**src/rtl/pwm_capture_mc.sv**
```systemverilog
// pwm_capture_mc
//
// Multi-channel PWM capture. Each channel input is synchronised, then sampled
// once per enabled clock across a measurement window of period+1 samples.
// During the window, two things are counted for every channel: the number of
// samples where the input was high (duty) and the number of rising edges
// (edges). At the end of the window both counts are published, together with
// a saturation flag, and valid is pulsed for one cycle.
//
// Ports
//   clk     : single clock, rising edge
//   rst     : synchronous active-high reset
//   en      : sample enable; when low, window and channel state hold
//   in      : CH asynchronous PWM inputs, bit k = channel k
//   period  : period for the next window (window length = period+1)
//   duty    : per-channel high-sample count of the last window, ch k at [k*N +: N]
//   edges   : per-channel rising-edge count of the last window, same packing
//   sat     : per-channel flag, a count saturated in the last window
//   valid   : one-cycle strobe when duty/edges/sat are updated

module pwm_capture_mc #(
    parameter int N          = 8,
    parameter int CH         = 4,
    parameter int DEF_PERIOD = 2**N - 1
) (
    input  logic            clk,
    input  logic            rst,
    input  logic            en,
    input  logic [CH-1:0]   in,
    input  logic [N-1:0]    period,
    output logic [CH*N-1:0] duty,
    output logic [CH*N-1:0] edges,
    output logic [CH-1:0]   sat,
    output logic            valid
);

    localparam logic [N-1:0] MAXV = '1;

    logic [CH-1:0] sync1;
    logic [CH-1:0] s;
    logic [CH-1:0] p;
    logic [CH-1:0] ovf;
    logic [CH-1:0] rise;
    logic [N-1:0]  wcnt;
    logic [N-1:0]  pq;
    logic [N-1:0]  hacc [CH];
    logic [N-1:0]  eacc [CH];
    logic          term;

    // p only advances on enabled cycles, so a pause never creates or hides an edge
    assign rise = s & ~p;
    assign term = (wcnt == pq);

    // Saturating increment: at all-ones, a further increment is dropped
    function automatic logic [N-1:0] sat_inc(input logic [N-1:0] a, input logic b);
        return (b && (a != MAXV)) ? a + N'(1) : a;
    endfunction

    always_ff @(posedge clk) begin
        if (rst) begin
            sync1 <= '0;
            s     <= '0;
            p     <= '0;
            ovf   <= '0;
            wcnt  <= '0;
            pq    <= N'(DEF_PERIOD);
            duty  <= '0;
            edges <= '0;
            sat   <= '0;
            valid <= 1'b0;
            for (int k = 0; k < CH; k++) begin
                hacc[k] <= '0;
                eacc[k] <= '0;
            end
        end else begin
            // Synchronisers run regardless of en
            sync1 <= in;
            s     <= sync1;
            valid <= 1'b0;

            if (en) begin
                p <= s;
                if (term) begin
                    // Terminal cycle: fold in this last sample, publish, restart
                    wcnt  <= '0;
                    pq    <= period;
                    valid <= 1'b1;
                    for (int k = 0; k < CH; k++) begin
                        duty[k*N +: N]  <= sat_inc(hacc[k], s[k]);
                        edges[k*N +: N] <= sat_inc(eacc[k], rise[k]);
                        sat[k]          <= ovf[k]
                                           | (s[k] && (hacc[k] == MAXV))
                                           | (rise[k] && (eacc[k] == MAXV));
                        hacc[k]         <= '0;
                        eacc[k]         <= '0;
                    end
                    ovf <= '0;
                end else begin
                    wcnt <= wcnt + N'(1);
                    for (int k = 0; k < CH; k++) begin
                        hacc[k] <= sat_inc(hacc[k], s[k]);
                        eacc[k] <= sat_inc(eacc[k], rise[k]);
                        // Sticky: any dropped increment in the window marks it saturated
                        ovf[k]  <= ovf[k]
                                   | (s[k] && (hacc[k] == MAXV))
                                   | (rise[k] && (eacc[k] == MAXV));
                    end
                end
            end
        end
    end

endmodule

```
**config.mk**
```make
export PLATFORM = sky130hd
export DESIGN_NAME = pwm_capture_mc
export DESIGN_NICKNAME = d
export VERILOG_FILES = /design/src/rtl/pwm_capture_mc.sv
export SDC_FILE = /design/constraint.sdc
export NUM_CORES = 1
export LEC_CHECK = 0
export BUFFER_PORTS_ARGS = -buffer_cell sky130_fd_sc_hd__buf_2
export CAP_MARGIN = 20
export CORE_UTILIZATION = 50
export DETAILED_ROUTE_END_ITERATION = 7
export PLACE_DENSITY_LB_ADDON = 0.12
export REMOVE_ABC_BUFFERS = 1
export SYNTH_ARGS = -nofsm -noshare
export SYNTH_HDL_FRONTEND = slang
export SYNTH_SLANG_ARGS = --single-unit
```
**constraint.sdc**
```tcl
create_clock -name clk -period 2.5 [get_ports clk]
set_clock_uncertainty 0.2 [all_clocks]
set_input_delay 0.25 -clock clk [delete_from_list [all_inputs] [get_ports clk]]
set_output_delay 0.25 -clock clk [all_outputs]
set_load 0.02 [all_outputs]
```
==> qor.yml <==
final_layout:
  design_area_mm2: 0.008433
  mostFrequentLayoutCells: "117 x dfxtp_1, 115 x nand2_1, 84 x o21ai_0, 83 x buf_2, 72 x nor2_1"
  drive_gt1_frac: 0.1639
  area_growth_syn_to_layout_pct: 20.01
  diodes: 0
  nets: 853
  fillerInstances: 1169
  final_common_cell: "dfxtp_1"
power_and_ir_drop:
  p_leak_nw: 3.450
  peakVddDrop_uv: 378.7
  power_density_mw_per_mm2: 706.4
logic_synthesis:
  ys_seq_elements: 165
  syn-instance-count: 733
  ys_seq_area_frac: 0.5385
  synth_cell_types: 45
  synth_edf_count: 48
  netlist_area_mm2: 0.007027
  synth_compound_area_frac: 0.1122
  synth-async-reset-ratio: 0
  yosys.area_share.simple: 0.2181
  synthMuxAreaShare: 0.04184
  synth_xor_area_frac: 0.05235
  yosysWarnings: 0
  ys.flop_type: "dfxtp_1"
  synth_top_family_by_area: "simple AND/OR/NAND/NOR gates"
  syn_area_per_cell_um2: 9.586
  synth_fa_ha_area_frac: 0.01603
routing:
  detail-route-antenna-nets: 0
  vias_per_cell: 5.365
  drt_iter0_drc: 363
  drc: 0
  routedWlPerCell_um: 14.27
  drt_pass1_iterations: 5
  vias: 5462
  drt-total-wl_mm: 14.53
setup_path:
  rr_startpoint: "eacc[1][0]"
  reg2reg_depth: 6
  r2r_setup_slack_ns: 0.23
  worstPathRequired_ns: 2.47
  arrival_ns: 2.25
  end_kind: "flop"
  cp_max_fo: 4
  rr_endpoint: "eacc[1][1]"
  path_class: "reg2reg"
  cp-start-kind: "flop"
sta:
  slew_headroom: 0.5949
  post-route-period-util: 0.9096
  hold_slack_ns: 0.02556
  fmax_mhz: 439.8
  finalSetupTns_ns: 0
  rsz0062_at_grt: "no"
  drv_slew: 0
  finalHoldViolations: 0
  timing.final.crit_period_ns: 2.274
  tightest_slew_ns: 0.6076
  setup_viol: 0
floorplanning:
  die_h_um: 120.5
  rows: 42
  pin_count: 84
  start_util: 0.5223
  core-area_mm2: 0.01345
  die_w_um: 120.5
  dieArea_mm2: 0.01453
min_path:
  hold_path_depth: 2
  hp-start: "rst"
  min_to: "p[2]"
  worst_hold_path_type: "in2reg"
global_route:
  gr-usage-met2: 0.3610
  grt.overflow.total: 0
  use_met1: 0.2693
  busiest_layer: "met2"
  grt_usage: 0.2151
  grt_max_degree: 57
  grt_use_met3: 0.04387
  antenna_found_initial: 0
  grt_pass1_wl_mm: 24.61
  grt_pass1_vias: 5284
placed_design:
  place_area_mm2: 0.007662
  globalplace.congestion: 0.8465
  io_buffers: 83
  place_hpwl_mm: 9.864
clocking:
  cts_resized: 0
  cts_tree: "yes"
  cts.path.max_buffers: 2
  cts_root_buf: "clkbuf_16"
  clk_pin_slew_ns: 0.06
  htreeDepth: 4
  clkSinkCount: 165
  clkLatencyLatePin_ns: 0.43
  cts_setup_buffers: 0
  numCtsBuffers: 17
flow_run:
  cap_violations: 0
run_status:
  run_status: "finished clean"
[per-layer routing]
metal  vias up  share of wire  wire length [um]
met5         -              0                 0
li1       2762              -                 -
met2       109           0.48              7026
met3        23          0.035               509
met4         0          0.021               301
met1      2568           0.46              6692
[flip-flops by register name (all words and copies together) (netlist names), 4 cells and up]
register	count
duty	32
eacc	32
edges	32
hacc	32
pq	8
wcnt	8
ovf	4
p	4
s	4
sat	4
sync1	4
[area by class of cell]
type	instances	area, um2	share of cell area
clock buffer	25	539.3	0.06395
clock inverter	7	111.4	0.01320
inverter	6	22.52	0.002671
multi-input combinational	532	3105	0.3682
sequential	165	3784	0.4487
tap	176	220.2	0.02611
timing repair buffer	107	650.6	0.07715
[kinds of logic after synthesis]
logic type | count (synthesis)
AND/OR/NAND/NOR | 317
XOR/XNOR | 42
adder cells (fa/ha/maj) | 9
flip-flops | 165
multiplexers | 29
AO/OA/AOI/OAI | 135
buffers and inverters | 36
[synthesized netlist by cell type, types with 2 or more instances]
cell | number | area, um2
inv_1 | 6 | 22.52
a22o_1 | 7 | 61.31
nand2b_1 | 13 | 81.33
a21o_1 | 7 | 52.55
ha_1 | 9 | 112.6
nor3_1 | 8 | 40.04
mux2i_1 | 26 | 260.3
and3_1 | 12 | 75.07
edfxtp_1 | 48 | 1441
dfxtp_1 | 117 | 2342
or2_2 | 3 | 18.77
and4_1 | 10 | 87.58
o22a_1 | 8 | 70.07
nand2_1 | 115 | 431.7
nor2_1 | 72 | 270.3
a31oi_1 | 3 | 18.77
or3_1 | 3 | 18.77
and2_1 | 7 | 43.79
nand4_1 | 20 | 125.1
nand3_1 | 30 | 150.1
xnor2_1 | 14 | 122.6
xor2_1 | 28 | 245.2
clkbuf_1 | 21 | 78.83
nor4_1 | 3 | 18.77
mux2_2 | 3 | 33.78
nor4_4 | 2 | 42.54
buf_2 | 7 | 35.03
o31ai_1 | 3 | 22.52
o21ai_0 | 84 | 420.4
a21oi_1 | 15 | 75.07
nor2b_1 | 15 | 93.84
[power by group]
| part | internal [W] | switching, W |
|---|---|---|
| clock network | 0.00180 | 0.00102 |
| logic | 0.000101 | 0.000156 |
| registers | 0.00282 | 0.0000646 |
[stage by stage]
step	setup WS, ns	total power, W	std cells	utilization
after CTS	0.2392	0.006000	1018	0.6269
final	0.2261	0.005957	1018	0.6269
after global placement	0.2800	0.003172	974	0.5696
after detailed placement	0.2513	0.003183	974	0.5696
after floorplan	-0.4419	0.003078	703	-
after global routing	0.07023	0.006147	1018	0.6269
[worst max path at each step]
stage / from / end / slack (ns) / depth (start not counted)
2_1_floorplan: wcnt[0] / duty[11] / -0.44 / 4
3_3_place_gp: eacc[1][0] / eacc[1][1] / 0.28 / 6
3_5_place_dp: wcnt[1] / hacc[2][0] / 0.25 / 7
4_1_cts: wcnt[1] / hacc[2][0] / 0.24 / 7
5_1_grt: eacc[1][1] / eacc[1][1] / 0.07 / 6
6_report: eacc[1][0] / eacc[1][1] / 0.23 / 6
[critical path, stage by stage (launching register included)]
cell	delay (ns)
edfxtp_1	0.40
ha_1	0.22
nand4_1	0.19
or2_2	0.35
o21ai_0	0.32
mux2i_1	0.28
nor2_1	0.06
[repair_timing]
| item | in CTS | in global routing |
|---|---|---|
| endpoints found under the setup margin | 0 | 0 |
| hold buffers | 12 | 0 |
| endpoints found under the hold margin | 12 | 0 |
(Power assumes the default switching activity.)
